$ cat config.mk
export PLATFORM = sky130hd
export DESIGN_NAME = serial_crc8
export DESIGN_NICKNAME = d
export VERILOG_FILES = /design/src/rtl/serial_crc8.sv
export SDC_FILE = /design/constraint.sdc
export NUM_CORES = 1
export LEC_CHECK = 0
export ABC_AREA = 1
export CORE_UTILIZATION = 38
export CTS_BUF_LIST = sky130_fd_sc_hd__clkbuf_8
export DETAILED_ROUTE_END_ITERATION = 10
export SYNTH_ARGS = -nofsm -noshare
export SYNTH_HDL_FRONTEND = slang
export SYNTH_SLANG_ARGS = --single-unit
$ cat constraint.sdc
create_clock -name clk -period 2.5 [get_ports clk]
set_clock_uncertainty 0.2 [all_clocks]
set_input_delay 0.5 -clock clk [delete_from_list [all_inputs] [get_ports clk]]
set_output_delay 0.5 -clock clk [all_outputs]
set_load 0.01 [all_outputs]
$ cat src/rtl/serial_crc8.sv
// gate_xor: XOR built from four NAND gates, the team's standard feedback cell.
module gate_xor (
  input  logic i_a,
  input  logic i_b,
  output logic o_y
);
  logic w_n1, w_n2, w_n3;
  assign w_n1 = ~(i_a & i_b);
  assign w_n2 = ~(i_a & w_n1);
  assign w_n3 = ~(i_b & w_n1);
  assign o_y  = ~(w_n2 & w_n3);
endmodule

// serial_crc8: bit-serial MSB-first CRC generator/checker that forwards the
// message, appends the CRC and reports the final remainder and zero residue.
module serial_crc8 #(
  parameter int              WIDTH = 8,
  parameter logic [WIDTH-1:0] POLY = 'h07,
  parameter logic [WIDTH-1:0] INIT = 'h00
) (
  input  logic             clk,
  input  logic             rst_n,
  input  logic             start,
  input  logic             din_valid,
  input  logic             din,
  input  logic             last,
  output logic             dout,
  output logic             dout_valid,
  output logic             busy,
  output logic             done,
  output logic [WIDTH-1:0] crc_out,
  output logic             residue_zero
);
  localparam int CW = $clog2(WIDTH);
  typedef enum logic [1:0] {IDLE, DATA, APPEND, DONE} state_t;
  state_t           r_state;
  logic [WIDTH-1:0] r_crc, w_shift, w_next;
  logic [CW-1:0]    r_cnt;
  logic             w_fb;
  gate_xor u_fb (.i_a(din), .i_b(r_crc[WIDTH-1]), .o_y(w_fb));
  assign w_shift = {r_crc[WIDTH-2:0], 1'b0};
  for (genvar i = 0; i < WIDTH; i++) begin : g_tap
    if (POLY[i]) begin : g_x
      gate_xor u_tap (.i_a(w_shift[i]), .i_b(w_fb), .o_y(w_next[i]));
    end else begin : g_p
      assign w_next[i] = w_shift[i];
    end
  end
  // done is still high in the first IDLE cycle, so a start held over from DONE is rejected
  always_ff @(posedge clk or negedge rst_n) begin
    if (!rst_n) begin
      r_state      <= IDLE;
      r_crc        <= INIT;
      r_cnt        <= '0;
      dout         <= 1'b0;
      dout_valid   <= 1'b0;
      busy         <= 1'b0;
      done         <= 1'b0;
      crc_out      <= '0;
      residue_zero <= 1'b0;
    end else begin
      case (r_state)
        IDLE: begin
          done       <= 1'b0;
          dout_valid <= 1'b0;
          if (start && !done) begin
            r_crc        <= INIT;
            residue_zero <= 1'b0;
            busy         <= 1'b1;
            r_state      <= DATA;
          end
        end
        DATA: begin
          dout_valid <= din_valid;
          if (din_valid) begin
            r_crc <= w_next;
            dout  <= din;
            if (last) begin
              crc_out      <= w_next;
              residue_zero <= (w_next == '0);
              r_cnt        <= CW'(WIDTH - 1);
              r_state      <= APPEND;
            end
          end
        end
        APPEND: begin
          dout       <= r_crc[WIDTH-1];
          r_crc      <= w_shift;
          dout_valid <= 1'b1;
          r_cnt      <= r_cnt - 1'b1;
          if (r_cnt == '0) r_state <= DONE;
        end
        DONE: begin
          done       <= 1'b1;
          busy       <= 1'b0;
          dout_valid <= 1'b0;
          r_state    <= IDLE;
        end
        default: r_state <= IDLE;
      endcase
    end
  end
endmodule

Yosys cells after proc, flatten, opt, wreduce, memory -nomap -nowiden --
Index checks and enable logic that the tools add are counted.
Operators by class: mux-type cells 21, bitwise operators 24, add/subtract/negate cells 1, eq/ne operators 7, reductions and logical operators 17
Operator list (number):
- one-hot mux 8 bit (3 select lines) | 1
- 2-to-1 mux 8 bit | 2
- AND 1 bit | 12
- inverter 1 bit | 12
- AND reduction 3 bit | 3
- zero test 8 bit | 1
- 2-to-1 mux 2 bit | 4
- != test 2 bit, second input constant | 4
- one-hot mux 1 bit (2 select lines) | 4
- one-hot mux 2 bit (4 select lines) | 1
- AND reduction 4 bit | 2
- 2-to-1 mux 3 bit | 2
- one-hot mux 3 bit (2 select lines) | 1
- nonzero test 2 bit | 3
- 2-to-1 mux 1 bit | 5
- equality test 2 bit, second input constant | 2
- AND reduction 2 bit | 2
- zero test 3 bit | 1
- one-hot mux 1 bit (3 select lines) | 1
- nonzero test 3 bit | 1
- subtractor 3 x 1 -> 3 bit, second input constant | 1
- equality test 2 x 1 -> 1 bit, second input constant | 1
- zero test 2 bit | 1
- OR reduction 2 bit | 1
- 2 further kinds | 2
Word-level totals: bits of input ports 6, bits in registers 26, word-level logic and storage cells 79

Logic depth before layout (Yosys ltp) --
depth in word-level cells 16, depth in mapped cells 7

Cells and area by module --
A second synthesis with hierarchy kept.
Unflattened totals: cells, all modules 184, area total of the unflattened synthesis 1478.9 um^2
Modules (own cells, without submodules):
- serial_crc8 | area each 1403.8 um^2, sequential area each 650.6 um^2, cells an instance 164, times used 1
- gate_xor | area each 18.8 um^2, sequential area each 0.0 um^2, cells an instance 5, times used 4

Worst setup path before layout --
Ideal clock, no wire load.
path type register to register, start reg r_state[1], end reg crc_out[0], period minus slack after synthesis 1542 ps, arrival time 1215 ps, cell stages (with the launch flop) 8, slack 958 ps, path through dfrtp_1 > inv_1 > ha_1 > buf_6 > nand3_4 > buf_6 > nand2_1 > o21ai_0
Between the ends: cells in the longest elaborated chain, start to end 2
Ends and longest elaborated chain:
- start: declaration | RTL line 36 | state_t r_state;
- start signal: assignment | RTL line 52 | r_state <= IDLE;
- start signal: assignment | RTL line 70 | r_state <= DATA;
- start signal: assignment | RTL line 82 | r_state <= APPEND;
- equality test 2 x 1 -> 1 bit | RTL line 62 | case (r_state)
- AND reduction 3 bit (no line)
- end signal: assignment | RTL line 79 | crc_out <= w_next;
- end: declaration | RTL line 31 | output logic [WIDTH-1:0] crc_out,
No other way between the ends. A chain may end at the register's enable or synchronous reset.

Final worst setup path --
start reg r_state[1], end reg residue_zero
Between the ends: cells in the longest elaborated chain, start to end 3, elaborated cells on any way between the ends 8, those cells by class eq/ne (4); mux (1); reduce/logical (3)
Ends and longest elaborated chain:
- equality test 2 x 1 -> 1 bit / zero test 2 bit (equally long branches) | RTL line 62
- != test 2 bit (no line) / nonzero test 2 bit (equally long branches)
- AND reduction 4 bit (no line)
- end signal: assignment | RTL line 80 | residue_zero <= (w_next == '0);
- end: declaration | RTL line 32 | output logic residue_zero
Parallel ways exist; a longest one is shown, timed or not.

==> out/metrics.yaml <==
status: "finished clean"
cp_max_fo: 17
met1_usage: 0.206
crit_chain: "inv_1 > ha_1 > nand3_4 > nor3_2 > nand2_1 > nand2_1"
area.growth.synth_to_final_pct: 21.7
die_w_um: 61.7
die_area_um2: 3810
antenna_left: 0
seqCellArea_um2: 651
final_cell_mix: "52 x nand2_1, 26 x dfrtp_1, 18 x inv_1, 18 x clkdlybuf4s50_1, 9 x nor2_1"
grt_use_met2: 0.243
place_area_um2: 1580
cts.clk_slew.worst_paths_ns: 0.09
pwr_density_cell_nw_per_um2: 1170
drc: 0
clock_sinks: 26
first_pass_iters: 4
power_mw: 1.93
drtIter0Drc: 57
grt-ovfl-total: 0
multi_input_area_um2: 611
portBuffers: 18
design_area_um2: 1650
syn-cell-area_um2: 1360
cts_tree: "built"
die_y_um: 61.7
clock_latency_ns: 0.27
grt.total_usage: 0.152
grt-busiest-layer: "met2"
totalWireLength_um: 2600
cp.required_ns: 2.52
fin_setup_tns_ns: 0
gp_congestion: 0.901
n_antenna_cell: 0
postCtsHoldBufs: 0
yosys.cell_types.count: 25
start_util: 0.403
endpoint_kind: "register"
path_class: "reg -> reg"
cts_resized: 0
yosysSeqAreaShare: 0.480
setup_violations: 0
rsz0062_at_grt: "false"
hold_viol: 0
post-cts-setup-buffers: 0
min_period_over_period: 0.796
grt_pass1_wl_um: 4200
start_kind: "register"
min_path_type: "reg -> reg"
via_per_inst: 4.83
hpwlAfterDp_um: 1970
tightest_slew_ns: 0.618
cts_buffers: 3
met3_usage: 0.0311
drive_above_1_share: 0.116
yosysWarnings: 0
htree_num_levels: 1
crit_path_max_incr_delay_ns: 0.55
max_freq_ghz: 0.503
ys_seq_elements: 26
crit_arrival_ns: 2.01
slew_viol_final: 0
ys_top_cells_by_area: "dfrtp_1 48%, nand2_1 14%, ha_1 5.5%"
clockBufferDepth: 2
final_util: 0.490
final_common_cell: "nand2_1"
synth_top_area_frac: 0.480
p_leak_nw: 0.800
antenna_found_initial: 0
grt_max_degree: 27
yosys.area.top_type: "dfrtp_1"
nFillCells: 334
cpMaxStageDelayCell: "ha_1"
synth_fp_nets: 164
fin_nets: 186
ir_drop_mv: 0.416
core_area_um2: 3360
via_count: 1058
pre_cts_ws_ns: 0.504
crit_path_frequent_cell: "nand2_1"
pin_count: 19
slew_headroom: 0.588
rows: 21
avgSynthCellArea_um2: 8.91
fin_ws_ns: 0.511
maxCapViolCount: 0
first_global_vias: 916
syn_inst: 152
fin_crit_ns: 1.99
drt-wirelength-per-cell_um: 11.9
cts_root_buffer: "clkbuf_8"
-- through the flow --
stage                     hold slack (ns)  instances
final                               0.286        219
after global routing                0.304        219
after CTS                           0.292        219
after detailed placement            0.270        215
after global placement              0.261        215
after floorplan                   0.00441        152
-- cell type report --
class,instances,share of cell area
inverter,19,0.0432
clock inverter,1,0.0182
sequential,26,0.395
clock buffer,3,0.0250
tap,46,0.0349
timing repair buffer,19,0.114
multi-input combinational,105,0.370
-- flip-flops by register name, indices dropped and copies added (netlist names), 2 cells and up --
name     flops
crc_out      8
r_crc        8
r_cnt        3
r_state      2
-- logic make-up (layout without fill, tap and decap cells) --
logic type,after synthesis,count (layout),share of synthesized area
AOI/OAI and AO/OA,22,22,0.126
muxes,1,1,0.00739
adders and majority gates,6,6,0.0554
DFF,26,26,0.480
buffers and inverters,21,42,0.0692
and+or+nand+nor,76,76,0.262
-- path summary, 6_finish.rpt --
kind	endpoint	slack, ns	depth (start not counted)	startpoint
max	residue_zero$_DFFE_PN0P_	0.51	6	r_state[1]$_DFFE_PN0P_
min	crc_out[6]$_DFFE_PN0P_	0.29	2	crc_out[6]$_DFFE_PN0P_
max reg2reg	residue_zero$_DFFE_PN0P_	0.51	6	r_state[1]$_DFFE_PN0P_
min reg2reg	crc_out[6]$_DFFE_PN0P_	0.29	2	crc_out[6]$_DFFE_PN0P_
max in group asynchronous	r_crc[1]$_DFFE_PN0P_	1.46	2	rst_n
min in group asynchronous	crc_out[6]$_DFFE_PN0P_	0.39	2	rst_n
-- power by group --
part           switching (mW)  leakage [nW]  internal, mW  total, mW
Clock                   0.136        0.0357         0.214      0.351
Sequential             0.0843         0.334         0.558      0.642
Combinational           0.557         0.430         0.378      0.934
Total                   0.777         0.800          1.15       1.93
-- synthesized netlist by cell type --
master / instances
nor2_4: 1
o211ai_2: 1
mux2i_1: 1
a21oi_4: 2
a21oi_1: 1
a31oi_1: 1
dfrtp_1: 26
inv_2: 1
o21ai_2: 5
buf_6: 2
o211ai_1: 1
ha_1: 6
nand3_4: 1
a22oi_1: 3
nand4_1: 2
inv_1: 18
nor2_8: 1
nand2_2: 1
nand2_4: 1
nand2_1: 52
nand3b_1: 1
nor3_2: 1
nand3_1: 6
o21ai_0: 8
nor2_1: 9
-- per-layer routing --
layer	up-vias	share of wire
met5	-	0
met4	0	0.015
met3	5	0.040
met2	24	0.45
met1	501	0.50
li1	528	-
-- worst max-delay path: cells and delay by family (launching register included) --
| family | cells | cell delay [ns] |
|---|---|---|
| AND/OR/NAND/NOR | 4 | 0.65 |
| adder cells (fa/ha/maj) | 1 | 0.55 |
| flip-flops | 1 | 0.44 |
| buffers and inverters | 1 | 0.10 |
(Power assumes the default switching activity.)
